<file path="config.mk">
export PLATFORM = sky130hd
export DESIGN_NAME = count_sched
export DESIGN_NICKNAME = d
export VERILOG_FILES = /design/src/rtl/count_sched_pkg.sv /design/src/rtl/down_counter_sync.sv /design/src/rtl/count_sched.sv
export SDC_FILE = /design/constraint.sdc
export NUM_CORES = 1
export LEC_CHECK = 0
export CELL_PAD_IN_SITES_DETAIL_PLACEMENT = 0
export CELL_PAD_IN_SITES_GLOBAL_PLACEMENT = 1
export CORE_MARGIN = 2
export CORE_UTILIZATION = 33
export CTS_CLUSTER_DIAMETER = 100
export DETAILED_ROUTE_END_ITERATION = 12
export GPL_ROUTABILITY_DRIVEN = 1
export PLACE_DENSITY_LB_ADDON = 0.1
export SLEW_MARGIN = 20
export SYNTH_ARGS = -nofsm -noshare
export SYNTH_HDL_FRONTEND = slang
export SYNTH_SLANG_ARGS = --single-unit
</file>
<file path="constraint.sdc">
create_clock -name clk -period 2.55 [get_ports clk]
set_clock_uncertainty 0.05 [all_clocks]
set_input_delay 0.51 -clock clk [delete_from_list [all_inputs] [get_ports clk]]
set_output_delay 0.51 -clock clk [all_outputs]
set_load 0.05 [all_outputs]
</file>
<file path="src/rtl/count_sched_pkg.sv">
// Shared definitions for the round-robin scheduled down-counter.
package count_sched_pkg;

   typedef enum logic [1:0] {
      IDLE,
      LOAD,
      COUNT,
      DONE
   } state_t;

   localparam int unsigned NREQ_DEF  = 4;
   localparam int unsigned WIDTH_DEF = 4;

endpackage

</file>
<file path="src/rtl/down_counter_sync.sv">
// Synchronous load/decrement/hold counter with asynchronous active-low clear.
module down_counter_sync #(
   parameter int unsigned WIDTH = 4
) (
   input  logic             clk,
   input  logic             rst_n,
   input  logic             load,
   input  logic             dec,
   input  logic [WIDTH-1:0] din,
   output logic [WIDTH-1:0] count
);

   always_ff @(posedge clk or negedge rst_n) begin
      if (!rst_n) begin
         count <= '0;
      end else if (load) begin
         count <= din;
      end else if (dec && (count != '0)) begin
         count <= count - 1'b1;
      end
   end

endmodule

</file>
<file path="src/rtl/count_sched.sv">
// Round-robin arbiter that lends one shared down-counter to NREQ requesters.
module count_sched
   import count_sched_pkg::*;
#(
   parameter int unsigned NREQ  = NREQ_DEF,
   parameter int unsigned WIDTH = WIDTH_DEF
) (
   input  logic                  clk,
   input  logic                  rst_n,
   input  logic [NREQ-1:0]       req,
   input  logic [NREQ*WIDTH-1:0] load_val,
   input  logic                  pause,
   output logic [NREQ-1:0]       grant,
   output logic [WIDTH-1:0]      count,
   output logic                  busy,
   output logic [NREQ-1:0]       done
);

   localparam int unsigned IW = (NREQ > 1) ? $clog2(NREQ) : 1;

   state_t          state, state_n;
   logic [NREQ-1:0] grant_n;
   logic [IW-1:0]   sel, sel_n, last, last_n, win;
   logic [WIDTH-1:0] lv [NREQ];
   logic            found, ld, dec;
   int unsigned     idx;

   for (genvar g = 0; g < NREQ; g++) begin : g_slice
      assign lv[g] = load_val[g*WIDTH +: WIDTH];
   end

   // First requester at or after last+1, wrapping modulo NREQ.
   always_comb begin
      win   = '0;
      found = 1'b0;
      idx   = 0;
      for (int unsigned i = 0; i < NREQ; i++) begin
         idx = (32'(last) + 1 + i) % NREQ;
         if (!found && req[IW'(idx)]) begin
            found = 1'b1;
            win   = IW'(idx);
         end
      end
   end

   always_ff @(posedge clk or negedge rst_n) begin
      if (!rst_n) begin
         state <= IDLE;
         grant <= '0;
         sel   <= '0;
         last  <= IW'(NREQ - 1);
      end else begin
         state <= state_n;
         grant <= grant_n;
         sel   <= sel_n;
         last  <= last_n;
      end
   end

   // A dropped request outranks both loading and reaching zero.
   always_comb begin
      state_n = state;
      grant_n = grant;
      sel_n   = sel;
      last_n  = last;
      ld      = 1'b0;
      dec     = 1'b0;
      case (state)
         IDLE: begin
            if (found) begin
               grant_n      = '0;
               grant_n[win] = 1'b1;
               sel_n        = win;
               state_n      = LOAD;
            end
         end
         LOAD: begin
            if (!req[sel]) begin
               grant_n = '0;
               state_n = IDLE;
            end else begin
               ld      = 1'b1;
               state_n = COUNT;
            end
         end
         COUNT: begin
            if (!req[sel]) begin
               grant_n = '0;
               state_n = IDLE;
            end else if (count == '0) begin
               state_n = DONE;
            end else if (!pause) begin
               dec = 1'b1;
            end
         end
         DONE: begin
            last_n  = sel;
            grant_n = '0;
            state_n = IDLE;
         end
         default: state_n = IDLE;
      endcase
   end

   down_counter_sync #(
      .WIDTH(WIDTH)
   ) u_cnt (
      .clk  (clk),
      .rst_n(rst_n),
      .load (ld),
      .dec  (dec),
      .din  (lv[sel]),
      .count(count)
   );

   assign busy = (state != IDLE);
   assign done = (state == DONE) ? grant : '0;

endmodule

</file>
==> flow_summary.ini, run 1 <==
[cts]
htree_levels = 1
clock_path_buffers = 2
cts_buffers = 3
clkTransAtPathRegs_ns = 0.09
hold_buffers = 0
clkLatencyLatePin_ns = 0.28
cts-root-buf = clkbuf_4
cts_tree = yes
cts.sinks = 14

[timing]
slew_headroom = 0.543
rsz0062_at_grt = no
setup_viol = 0
fmax_mhz = 470
worst_pin_slew_ns = 0.683
fin_crit_ns = 2.13
maxSlewViolCount = 0
timing.final.crit_share = 0.835
finalHoldViolations = 0
finalSetupTns_ns = 0

[synth]
synth_top_area_share = 0.294
synth_edf_count = 0
syn_nets = 126
yosys_warnings = 0
synth.distinct_cells = 34
synth_ff_type = dfrtp_1
async_reset_ff_frac = 1.00
seq_area_frac_synth = 0.346
syn_area_per_cell_sq_um = 10.5
synthCells = 97
synth_area_sq_um = 1020
ys_seq_elements = 14
yosysTopAreaCell = dfrtp_1
synthTopCellsByArea = dfrtp_1 29%, mux4_1 10%, ha_1 7.4%

[route]
viasPerCell = 5.24
routed_wirelength_mm = 2.42
wl_per_cell_microns = 14.3
drc = 0
drtIter0Drc = 36
drt-pass1-iter-count = 4
via_count = 885
route.antenna.remaining_nets = 0

[die]
die_h_microns = 59.6
die_x_microns = 59.6
row_count = 20
io_pins = 36
core_sq_um = 3000
die_area_sq_um = 3550
start_util = 0.340

[run]
maxCapViolCount = 0

[global_routing]
grtUsageMet3 = 0.0197
grt_pass1_vias = 885
antenna_found_initial = 0
grtUsageMet2 = 0.267
busiest_layer = met2
track_usage = 0.162
use_met1 = 0.210
grt_max_degree = 15
grt_overflow = 0
grt_pass1_wl_mm = 4.22

[critical_path]
worstPathArrival_ns = 1.57
start_kind = flip-flop
crit_path_max_fanout = 6
cp.required_ns = 1.99
path_cells = clkdlybuf4s50_1
cp_num_buf_inv = 1
critPathCaptureType = output pin
path_class = flip-flop to output pin
crit_family = buffers and inverters
cp_slowest_cell = clkdlybuf4s50_1
critical-path-max-stage-delay_ns = 0.84

[finish]
drive_gt1_frac = 0.140
area_growth_pct = 40.8
layout.cells.non_filler = 169
final_nets = 166
n_antenna_cell = 0
fin_util = 0.479

[placed_design]
dp.cells = 165
io_buffers = 35
place_hpwl_mm = 1.91
gp_congestion = 0.767

[power]
clockPowerShare = 0.094
p_switching_mw = 0.827
ir_worst_vdd_mv = 0.530
power_density_nw_per_um2 = 1200
swShare = 0.480
power_mw = 1.72
leakage_nw = 0.626
seq_power_share = 0.274
p_int_mw = 0.897
pwr-share-comb = 0.632

[run_status]
status = finished clean

[worst_hold_path]
hp-class = flip-flop to flip-flop
synth_stat cells, types with 2 or more instances:
cell      instances
dfrtp_1          12
nand2_1          10
inv_1             8
ha_1              6
o21ai_0           6
o31ai_1           6
a21oi_1           5
and2_1            4
mux4_1            4
nand2b_1          4
mux2_2            3
mux2i_1           3
nor4_1            3
dfstp_2           2
or2b_2            2
per-stage QoR:
stage	hold slack [ns]	area, sq um	setup slack, ns
after detailed placement	0.433	1400	0.220
after floorplan	0.164	1020	0.350
after global placement	0.430	1400	0.273
final	0.447	1440	0.420
after global routing	0.506	1440	0.353
after CTS	0.451	1440	0.0605
timing repair:
item	4_1_cts	5_1_grt
setup buffers	0	0
setup endpoints to repair	0	1
gates resized for setup	0	1
logic make-up (layout without fill, tap and decap cells):
family                     after synthesis  count (layout)  synth area share
AOI/OAI and AO/OA                       28              28             0.195
adders and majority gates                6               6            0.0735
buffers and inverters                    9              48            0.0404
DFF                                     14              14             0.346
muxes                                   11              11             0.187
and+or+nand+nor                         29              29             0.158
worst paths after layout:
check	startpoint	endpoint	slack [ns]	depth (start not counted)
max in group asynchronous	rst_n	u_cnt.count[2]	1.43	1
worst min-delay path	grant[2]	grant[2]	0.45	2
worst min register to register	grant[2]	grant[2]	0.45	2
worst max register to register	u_cnt.count[0]	u_cnt.count[0]	0.55	6
min in group asynchronous	rst_n	grant[2]	0.59	1
worst max-delay path	u_cnt.count[0]	count[0]	0.42	1
cells in the final DEF, fill, tap and decap left out, types with 3 or more instances in the layout:
| cell type | n |
|---|---|
| nand2_1 | 10 |
| a21oi_1 | 5 |
| inv_1 | 8 |
| nand2b_1 | 4 |
| mux4_1 | 4 |
| o31ai_1 | 6 |
| ha_1 | 6 |
| and2_1 | 4 |
| buf_4 | 5 |
| mux2i_1 | 3 |
| clkbuf_4 | 3 |
| mux2_2 | 3 |
| nor4_1 | 3 |
| o21ai_0 | 6 |
| dfrtp_1 | 12 |
| clkdlybuf4s50_1 | 30 |
routing by layer:
layer | wire length (microns) | share of wire
met5 | 0 | 0
met4 | 42 | 0.017
met3 | 66 | 0.027
met2 | 1200 | 0.50
met1 | 1110 | 0.46
final cells by class:
| type | instances | area, sq um |
|---|---|---|
| flip-flops and latches | 14 | 353 |
| multi-input cells | 74 | 627 |
| inverters | 8 | 30.0 |
| well taps | 33 | 41.3 |
| clock buffers | 4 | 36.3 |
| repair buffers | 36 | 350 |
| fillers | 294 | 1570 |
power groups by stage:
stage | clock network [mW] | logic [mW] | registers [mW]
4_1_cts | 0.174 | 1.10 | 0.474
3_3_place_gp | 0 | 1.09 | 0.477
5_1_grt | 0.180 | 1.21 | 0.497
6_report | 0.162 | 1.09 | 0.473
2_1_floorplan | 0 | 0.656 | 0.614
3_5_place_dp | 0 | 1.09 | 0.480
registers in the layout, summed over array words and instances, names as in the netlist:
name and cells:
grant 4, u_cnt.count 4, last 2, sel 2, state 2
Power figures use the tool's default switching activity.
==> inputs of run 2 (changes only) <==
==> constraint.sdc (replaced) <==
create_clock -name clk -period 2.12 [get_ports clk]
set_clock_uncertainty 0.05 [all_clocks]
set_input_delay 0.424 -clock clk [delete_from_list [all_inputs] [get_ports clk]]
set_output_delay 0.424 -clock clk [all_outputs]
set_load 0.05 [all_outputs]
==> flow_summary.ini, run 2 (synthesis results as in run 1) <==
[die]
row_count = 20
die_h_microns = 59.6
io_pins = 36
start_util = 0.340
die_area_sq_um = 3550
die_x_microns = 59.6
core_sq_um = 3000

[finish]
area_growth_pct = 50.2
multi_input_area_sq_um = 628
drive_gt1_frac = 0.190
layout_commonest_cell = clkdlybuf4s50_1
final_nets = 172
largestRegisters = grant: 4 flops, u_cnt.count: 4 flops
n_antenna_cell = 0
ff_latch_area_sq_um = 355
nFillCells = 288
layout.cells.non_filler = 175
mostFrequentLayoutCells = 30 x clkdlybuf4s50_1, 10 x nand2_1, 10 x dfrtp_1, 8 x inv_1, 7 x buf_4

[critical_path]
cp.required_ns = 1.65
critical-path-max-stage-delay_ns = 0.83
crit_path_max_fanout = 6
cp_num_buf_inv = 1
cp.depth = 1
cp_slowest_cell = clkdlybuf4s50_1
worstPathArrival_ns = 1.55
rr_worst_depth = 6
path_cells = clkdlybuf4s50_1
path_class = flip-flop to output pin
critPathCaptureType = output pin
crit_family = buffers and inverters
start_kind = flip-flop

[timing]
maxSlewViolCount = 0
finalHoldViolations = 0
fmax_mhz = 495
slew_headroom = 0.668
fin_ws_ns = 0.0986
worst_pin_slew_ns = 0.496
fin_crit_ns = 2.02
setup_viol = 0
timing.final.crit_share = 0.954
rsz0062_at_grt = no
finalSetupTns_ns = 0

[global_routing]
grt_pass1_vias = 925
grtUsageMet3 = 0.0262
grtUsageMet2 = 0.276
antenna_found_initial = 0
grt_pass1_wl_mm = 4.41
use_met1 = 0.217
track_usage = 0.169
grt_max_degree = 15
busiest_layer = met2
grt_overflow = 0

[placed_design]
post-place-ws_ns = -0.0600
place_hpwl_mm = 1.98
io_buffers = 35
dp.cells = 171
gp_congestion = 0.746

[power]
power_mw = 2.14
ir_worst_vdd_mv = 0.568
power_density_nw_per_um2 = 1390
leakage_nw = 0.655

[route]
drc = 0
wl_per_cell_microns = 13.9
drt-pass1-iter-count = 4
viasPerCell = 5.23
routed_wirelength_mm = 2.44
drtIter0Drc = 40
via_count = 916
route.antenna.remaining_nets = 0

[cts]
cts_tree = yes
cts.sinks = 14
clock_path_buffers = 2
htree_levels = 1
cts_buffers = 3
hold_buffers = 0
clkTransAtPathRegs_ns = 0.09
clkLatencyLatePin_ns = 0.28
cts-root-buf = clkbuf_4

[run_status]
status = finished clean

[run]
maxCapViolCount = 0

[worst_hold_path]
hp-class = primary input to asynchronous set/reset pin
run 2: cell count changes in the layout (fill, tap and decap cells not counted), sizes merged:
cell          previous run  this run
buf                      5        12
dlymetal6s2s             1         0
run 2: worst paths after layout:
path	from	to	slack (ns)
setup / recovery	u_cnt.count[2]	count[2]	0.1
hold / removal	rst_n	u_cnt.count[3]	0.39
setup reg to reg	u_cnt.count[0]	u_cnt.count[0]	0.18
hold reg to reg	grant[0]	grant[0]	0.46
max in group asynchronous	rst_n	last[0]	1.39
min in group clk	grant[0]	grant[0]	0.46
run 2: repair_timing:
action                                  in CTS  in global routing
resized for setup                            0                  1
endpoints found under the setup margin       0                  1
setup buffers                                0                  0
hold endpoints to repair                     0                  0
run 2: metal layers:
metal / wire length, microns / share of wire
met5: 0 / 0
met1: 1080 / 0.44
met4: 38 / 0.016
met2: 1240 / 0.51
met3: 77 / 0.032
run 2: power breakdown:
group	switching, mW	internal (mW)
clock network	0.0951	0.0730
registers	0.159	0.411
logic	0.760	0.640
run 2: area by class of cell:
| cell class | instances | area share |
|---|---|---|
| Timing Repair Buffer | 42 | 0.295 |
| Clock buffer | 4 | 0.0171 |
| Sequential cell | 14 | 0.232 |
| Multi-Input combinational cell | 74 | 0.409 |
| Inverter | 8 | 0.0196 |
| Tap cell | 33 | 0.0269 |
run 2: per-stage QoR:
stage	util	instance area [sq um]	hold WS, ns
after detailed placement	0.502	1510	0.441
final	0.511	1530	0.395
after global routing	0.511	1530	0.397
after CTS	0.510	1530	0.390
after floorplan	-	1020	0.0784
after global placement	0.502	1510	0.431
==> inputs of run 3 (changes only) <==
--- a/config.mk
+++ b/config.mk
@@ -12,7 +12,9 @@
 export CTS_CLUSTER_DIAMETER = 100
 export DETAILED_ROUTE_END_ITERATION = 12
 export GPL_ROUTABILITY_DRIVEN = 1
+export GPL_TIMING_DRIVEN = 0
 export PLACE_DENSITY_LB_ADDON = 0.1
+export REMOVE_ABC_BUFFERS = 1
 export SLEW_MARGIN = 20
 export SYNTH_ARGS = -nofsm -noshare
 export SYNTH_HDL_FRONTEND = slang
==> flow_summary.ini, run 3 (synthesis results as in run 1) <==
[run_status]
status = finished clean

[finish]
drive_gt1_frac = 0.163
ff_latch_area_sq_um = 354
multi_input_area_sq_um = 636
n_antenna_cell = 0
largestRegisters = grant: 4 flops, u_cnt.count: 4 flops
nFillCells = 300
area_growth_pct = 41.8
final_cell_area_sq_um = 1450
layout_commonest_cell = clkdlybuf4s50_1
fin_util = 0.482
mostFrequentLayoutCells = 30 x clkdlybuf4s50_1, 11 x dfrtp_1, 10 x nand2_1, 8 x inv_1
final_nets = 165

[critical_path]
cp_num_buf_inv = 1
cp_slowest_cell = clkdlybuf4s50_1
crit_path_max_fanout = 6
path_cells = clkdlybuf4s50_1
critical-path-max-stage-delay_ns = 0.84
start_kind = flip-flop
worstPathArrival_ns = 1.56
critPathCaptureType = output pin
path_class = flip-flop to output pin
cp.required_ns = 1.65
crit_family = buffers and inverters

[placed_design]
place_area_sq_um = 1400
place_hpwl_mm = 1.88
io_buffers = 35
gp_congestion = 0.750

[route]
wl_per_cell_microns = 14.6
route.antenna.remaining_nets = 0
viasPerCell = 5.29
via_count = 888
drt-pass1-iter-count = 4
drtIter0Drc = 52
routed_wirelength_mm = 2.45
drc = 0

[cts]
cts.sinks = 14
clkLatencyLatePin_ns = 0.28
clkTransAtPathRegs_ns = 0.09
hold_buffers = 0
cts_buffers = 3
cts_tree = yes
clock_path_buffers = 2
htree_levels = 1
cts-root-buf = clkbuf_4

[timing]
worst_pin_slew_ns = 0.629
setup_viol = 0
rsz0062_at_grt = no
fmax_mhz = 491
fin_crit_ns = 2.04
timing.final.crit_share = 0.961
finalHoldViolations = 0
maxSlewViolCount = 0
whs_ns = 0.455
slew_headroom = 0.579

[die]
start_util = 0.340
core_sq_um = 3000
row_count = 20
die_h_microns = 59.6
die_area_sq_um = 3550
die_x_microns = 59.6
io_pins = 36

[power]
power_mw = 2.08
swShare = 0.484
power_density_nw_per_um2 = 1430
pwr-share-comb = 0.631
clockPowerShare = 0.094
p_int_mw = 1.07
p_switching_mw = 1.00
seq_power_share = 0.275
ir_worst_vdd_mv = 0.469
leakage_nw = 0.603

[global_routing]
grt_pass1_wl_mm = 4.22
grt_overflow = 0
antenna_found_initial = 0
grt_pass1_vias = 908
track_usage = 0.161
grt_max_degree = 15

[run]
maxCapViolCount = 0

[worst_hold_path]
hp-class = flip-flop to flip-flop
run 3: tightest hold or removal path, delay by kind of cell (launching register included):
family / cells / cell delay, ns
and+or+nand+nor: 1 / 0.05
DFF: 1 / 0.37
AOI/OAI and AO/OA: 1 / 0.05
run 3: through the flow:
stage / instances / TNS [ns] / setup WS (ns)
finish: 168 / 0 / 0.0820
floorplan: 96 / -0.0802 / -0.0802
detailed placement: 164 / -1.30 / -0.216
global placement: 164 / -1.00 / -0.191
CTS: 168 / 0 / 0.0237
global route: 168 / 0 / 0.00929
run 3: power groups by stage:
stage / Combinational [mW] / Sequential (mW) / Clock (mW)
final: 1.31 / 0.571 / 0.196
after global routing: 1.44 / 0.603 / 0.221
after CTS: 1.32 / 0.571 / 0.208
after detailed placement: 1.32 / 0.577 / 0
after global placement: 1.31 / 0.573 / 0
after floorplan: 0.750 / 0.754 / 0
run 3: final timing paths:
check / startpoint / to / slack [ns] / depth (start not counted)
hold reg to reg: grant[0] / grant[0] / 0.46 / 2
max in group asynchronous: rst_n / u_cnt.count[0] / 1.10 / 1
hold / removal: grant[0] / grant[0] / 0.46 / 2
min in group asynchronous: rst_n / sel[1] / 0.47 / 1
setup reg to reg: u_cnt.count[0] / u_cnt.count[0] / 0.13 / 6
setup / recovery: u_cnt.count[2] / count[2] / 0.08 / 1
run 3: area by class of cell:
type / count / share of cell area
multi-input cells: 74 / 0.439
inverters: 8 / 0.0207
well taps: 33 / 0.0285
clock buffers: 4 / 0.0251
flip-flops and latches: 14 / 0.245
repair buffers: 35 / 0.242
run 3: timing repair:
item                                    in CTS  in global routing
resized for setup                           14                  4
endpoints found under the setup margin       5                  6
setup buffers                                0                  0
run 3: layer usage:
metal,up-vias,GRT usage,wire (microns)
met3,2,0.0437,100
met1,419,0.202,1100
met5,-,0,0
li1,446,-,-
met2,21,0.267,1230
met4,0,0.0508,17
